### src/rtl/fifo_stream_reader_if.sv
// Stream-side bundle for fifo_stream_reader: FIFO read port plus the
// valid/ready output stream. The master modport is the reader itself; the
// slave modport is the environment (FIFO and downstream consumer).
interface fifo_stream_reader_if #(
    parameter int WIDTH = 32
);
    logic             fifo_empty;
    logic             fifo_dequeue;
    logic [WIDTH-1:0] fifo_data;
    logic             m_valid;
    logic             m_ready;
    logic [WIDTH-1:0] m_data;
    logic             m_last;
    logic             idle;

    modport master (
        input  fifo_empty, fifo_data, m_ready,
        output fifo_dequeue, m_valid, m_data, m_last, idle
    );

    modport slave (
        output fifo_empty, fifo_data, m_ready,
        input  fifo_dequeue, m_valid, m_data, m_last, idle
    );
endinterface

### src/rtl/fifo_stream_reader.sv
// Read-side adapter for the synchronous FIFO. Issues dequeues, absorbs the
// FIFO's one-cycle registered read latency in a 2-entry skid buffer and
// presents the words as a valid/ready stream with full back-pressure.
// Optional feature macro: FIFO_READER_LAST_EN enables m_last generation
// every BURST_LEN beats; without it m_last is tied to 0.
module fifo_stream_reader #(
    parameter int WIDTH     = 32,
    parameter int BURST_LEN = 8
) (
    input  logic                  clk,
    input  logic                  rst_n,
    fifo_stream_reader_if.master  bus
);

    // Elaboration-time guard on the burst length range.
    if (BURST_LEN < 2 || BURST_LEN > 65535) begin : g_bad_burst_len
        $error("fifo_stream_reader: BURST_LEN must be in 2..65535");
    end

    logic [WIDTH-1:0] buf_q [2];
    logic             rd_idx_q, rd_idx_d;
    logic             wr_idx_q, wr_idx_d;
    logic [1:0]       occ_q, occ_d;
    logic             in_flight_q;
    logic             pop;
    logic             dequeue;
    logic [2:0]       pending;

    // Pop/issue decisions and next buffer bookkeeping.
    // NOTE: every signal written here gets a value before any condition, so no latch is inferred.
    always_comb begin
        pop      = (occ_q != 2'd0) && bus.m_ready;
        // Words owned by the reader after this edge: buffered + arriving - leaving.
        pending  = {1'b0, occ_q} + {2'b00, in_flight_q} - {2'b00, pop};
        // Keep at most two words owned; never dequeue from an empty FIFO or in reset.
        dequeue  = rst_n && !bus.fifo_empty && (pending <= 3'd1);
        occ_d    = pending[1:0];
        rd_idx_d = rd_idx_q ^ pop;
        wr_idx_d = wr_idx_q ^ in_flight_q;
    end

    // Control state: occupancy, indices and the read-in-flight flag.
    // NOTE: sequential state uses non-blocking assignments so all registers update together at the edge.
    always_ff @(posedge clk or negedge rst_n) begin
        if (!rst_n) begin
            occ_q       <= 2'd0;
            rd_idx_q    <= 1'b0;
            wr_idx_q    <= 1'b0;
            in_flight_q <= 1'b0;
        end else begin
            occ_q       <= occ_d;
            rd_idx_q    <= rd_idx_d;
            wr_idx_q    <= wr_idx_d;
            in_flight_q <= dequeue;
        end
    end

    // Skid buffer storage: the word requested last cycle lands at the tail.
    // NOTE: the two entries are reset because m_data must read back 0 out of reset.
    always_ff @(posedge clk or negedge rst_n) begin
        if (!rst_n) begin
            for (int i = 0; i < 2; i++) begin
                buf_q[i] <= '0;
            end
        end else if (in_flight_q) begin
            buf_q[wr_idx_q] <= bus.fifo_data;
        end
    end

    assign bus.fifo_dequeue = dequeue;
    assign bus.m_valid      = (occ_q != 2'd0);
    assign bus.m_data       = buf_q[rd_idx_q];
    assign bus.idle         = (occ_q == 2'd0) && !in_flight_q;

`ifdef FIFO_READER_LAST_EN
    localparam logic [15:0] LAST_BEAT = 16'(BURST_LEN - 1);

    logic [15:0] beat_q, beat_d;

    // Beat counter advances on each accepted word and wraps at the burst end.
    always_comb begin
        beat_d = beat_q;
        if (pop) begin
            beat_d = (beat_q == LAST_BEAT) ? 16'd0 : beat_q + 16'd1;
        end
    end

    // Beat counter register; only moves on a pop, so m_last holds through stalls.
    always_ff @(posedge clk or negedge rst_n) begin
        if (!rst_n) begin
            beat_q <= 16'd0;
        end else begin
            beat_q <= beat_d;
        end
    end

    assign bus.m_last = (occ_q != 2'd0) && (beat_q == LAST_BEAT);
`else
    assign bus.m_last = 1'b0;
`endif

endmodule

### src/flat_wrapper.sv
// flat-port wrapper written by rule: the top's interface ports become plain ports
module fifo_stream_reader_flat 
#(
    parameter int WIDTH     = 32,
    parameter int BURST_LEN = 8
)
  (clk, rst_n, bus_fifo_empty, bus_fifo_data, bus_m_ready, bus_fifo_dequeue, bus_m_valid, bus_m_data, bus_m_last, bus_idle);
  fifo_stream_reader_if #(.WIDTH(WIDTH)) bus_i ();
  input  logic clk;
  input  logic rst_n;
  input wire logic [$bits(bus_i.fifo_empty)-1:0] bus_fifo_empty;
  input wire logic [$bits(bus_i.fifo_data)-1:0] bus_fifo_data;
  input wire logic [$bits(bus_i.m_ready)-1:0] bus_m_ready;
  output wire logic [$bits(bus_i.fifo_dequeue)-1:0] bus_fifo_dequeue;
  output wire logic [$bits(bus_i.m_valid)-1:0] bus_m_valid;
  output wire logic [$bits(bus_i.m_data)-1:0] bus_m_data;
  output wire logic [$bits(bus_i.m_last)-1:0] bus_m_last;
  output wire logic [$bits(bus_i.idle)-1:0] bus_idle;
  assign bus_i.fifo_empty = bus_fifo_empty;
  assign bus_i.fifo_data = bus_fifo_data;
  assign bus_i.m_ready = bus_m_ready;
  assign bus_fifo_dequeue = bus_i.fifo_dequeue;
  assign bus_m_valid = bus_i.m_valid;
  assign bus_m_data = bus_i.m_data;
  assign bus_m_last = bus_i.m_last;
  assign bus_idle = bus_i.idle;
  fifo_stream_reader #(.WIDTH(WIDTH), .BURST_LEN(BURST_LEN)) u_core (.clk(clk), .rst_n(rst_n), .bus(bus_i));
endmodule
### config.mk
export PLATFORM = sky130hd
export DESIGN_NAME = fifo_stream_reader_flat
export DESIGN_NICKNAME = d
export VERILOG_FILES = /design/src/rtl/fifo_stream_reader_if.sv /design/src/rtl/fifo_stream_reader.sv /design/src/flat_wrapper.sv
export SDC_FILE = /design/constraint.sdc
export NUM_CORES = 1
export LEC_CHECK = 0
export CORE_MARGIN = 1
export CORE_UTILIZATION = 50
export CTS_BUF_LIST = sky130_fd_sc_hd__clkbuf_4
export CTS_CLUSTER_SIZE = 14
export DETAILED_ROUTE_END_ITERATION = 12
export GPL_ROUTABILITY_DRIVEN = 0
export GPL_TIMING_DRIVEN = 0
export MAX_ROUTING_LAYER = met4
export PLACE_DENSITY = 0.76
export SLEW_MARGIN = 20
export SYNTH_ARGS = -nofsm -noshare
export SYNTH_HDL_FRONTEND = slang
export SYNTH_SLANG_ARGS = --single-unit
### constraint.sdc
create_clock -name clk -period 2.4 [get_ports clk]
set_input_delay 0.36 -clock clk [delete_from_list [all_inputs] [get_ports clk]]
set_output_delay 0.36 -clock clk [all_outputs]
set_load 0.05 [all_outputs]
==> run metrics <==
Final min period=2.84 ns; Worst Setup Slack, final=-0.438 ns; clock sinks=69; CTS tree=built; CP Launch Type=flop; final setup fails=1; synthesized area per cell=17.9 µm²; Hold Fails Final Rpt=0; Crit path required time=slightly above 2 ns; Yosys warnings=0; clk_lat worst skew=0.40 ns; Finished Layout Cells=~380; IO Count=72; failing checks=setup timing; vias per inst=4.77; DR iter-0 viols=44; worst slew pin tran=roughly 0.54 ns; Worst EP arrival=2.48 ns; P&R area growth vs syn=29.0%; first-pass GRT wire length=10200 µm; Crit Path Category=flop to output port; Max-slew headroom=63.7%; CP Max Fanout=3; final worst-path cycle share=118%; Post-route DRC=0; Synth cell types=16; dpl cells=about 360; multi-input logic area=about 1600 µm²; final slew viol count=0; Yosys reg bits=69; clk_skew=0.0140 ns; DR vias=about 1.8k; Core Area=6790 µm²; Hold Slack=between 0.4 and 0.5 ns; Cell Area, Synth=3500 µm²; largest net degree at the start of global routing=36; Layout Nets=approximately 320; num rows=30; Worst Setup End Kind=output port; DP Worst Slack=-0.983 ns; root buffer cell=clkbuf_4; CTS Buffer Depth=2; number of diodes=0; vias in the first global route=2017; CTS Buf Count=9; register area share after synthesis=49.3%; max-cap violation count=0; post-route ant nets=0; DP Wirelength=4130 µm; outcome=finished with violations; RSZ-0062 raised after global routing=yes; fill count=529; GRT Total Usage=18.8%; DIE AREA=7350 µm²; layout cell share with drive strength beyond 1=47.0%; total grt overflow=0; DR pass1 iterations=4; CTS H-tree lvls=3; PortBufs=70; Die X=between 80 and 90 µm; antenna violations before repair=0; Sequential Area=1730 µm²; Routed WL=6170 µm; Initial Utilization=about half; Fmax=352 MHz; die height=85.7 µm; Core Util, Final=66.5%; Cells after Synth=roughly 200; drt wl/cell=16.1 µm; Min-Delay Path Class=primary input to asynchronous set/reset pin; clock slew at reported path FFs=0.12 ns; syn nets=237
routing by layer:
metal,up-vias,share of wire (%),global-route usage [%]
met3,5,3.8,5.39
met5,-,0,-
met4,0,1.1,5.45
li1,851,-,-
met2,47,48,28.7
met1,925,47,24.5
per-stage QoR:
step / area (µm²) / TNS (ns)
floorplan: 3520 / -0.165
global placement: 4340 / -100.85
detailed placement: 4360 / -0.983
CTS: 4490 / -0.501
global route: 4520 / -0.582
finish: 4520 / -0.438
worst paths after layout:
path,start,slack (ns),cells past startpoint,endpoint
max,u_core.occ_q[0],-0.44,8,bus_fifo_dequeue
min,rst_n,0.45,3,u_core.buf_q[15]
max reg2reg,u_core.occ_q[0],0.42,7,u_core.in_flight_q
min reg2reg,u_core.buf_q[32],0.51,1,u_core.buf_q[32]
max in group asynchronous,rst_n,1.74,3,u_core.buf_q[32]
min in group clk,u_core.buf_q[32],0.51,1,u_core.buf_q[32]
worst max-delay path: stages (launching register included):
cell     delay [ns]
dfrtp_1        0.41
o21a_1         0.19
ha_1           0.27
inv_1          0.04
ha_2           0.17
fa_2           0.35
xnor2_2        0.16
nor4b_4        0.30
buf_6          0.20
cell usage after synthesis:
master    n  area (µm²)
o21a_1    1        7.51
buf_6     3        33.8
buf_4     1        7.51
mux2_2    7        78.8
dfrtp_1  69        1730
ha_1      4        50.1
nor2_1    1        3.75
xnor2_1   1        8.76
or2_2     1        6.26
buf_12    9         180
nor4b_1   1        8.76
xor2_1    1        8.76
fa_1      1        20.0
mux2_4   89        1340
conb_1    1        3.75
inv_1     6        22.5
layout make-up:
class,count,share of cell area [%]
buffer,13,4.90
clock buffer,11,1.83
clock inverter,5,1.14
inverter,6,0.498
multi-input combinational,108,34.5
sequential,69,38.2
tap,96,2.66
timing repair buffer,75,16.3
placed cells by master, fill, tap and decap left out, types with 2 or more instances in the layout:
cell type / instances
mux2_4: 89
buf_6: 4
inv_1: 6
buf_12: 11
dlygate4sd2_1: 30
clkdlybuf4s50_1: 35
mux2_2: 7
dfrtp_1: 69
clkinv_2: 2
dlymetal6s2s_1: 3
clkbuf_4: 11
ha_1: 3
buf_4: 4
flip-flops by register name (all words and copies together) (netlist names):
signal	cells
u_core.rd_idx_q	1
u_core.buf_q	64
u_core.in_flight_q	1
u_core.wr_idx_q	1
u_core.occ_q	2
kinds of logic (layout without fill, tap and decap cells):
logic type / count (synthesis) / count (layout) / share of synthesized area (%)
mux: 96 / 96 / 40.4
flops: 69 / 69 / 49.3
buf+inv: 19 / 110 / 6.96
fa+ha+maj: 5 / 5 / 2.00
simple gates: 3 / 3 / 0.536
xor+xnor: 2 / 2 / 0.500
other cells: 1 / 1 / 0.107
compound gates: 1 / 1 / 0.214
timing repair:
action | 4_1_cts | 5_1_grt
endpoints found under the setup margin | 31 | 4
pin swaps | 0 | 2
hold buffers | 2 | 0
setup buffers | 1 | 1
resized for setup | 37 | 5
endpoints found under the hold margin | 35 | 0
Power is not shown: default switching activity piles up to over one toggle a cycle in this logic, so the estimate is an artifact.
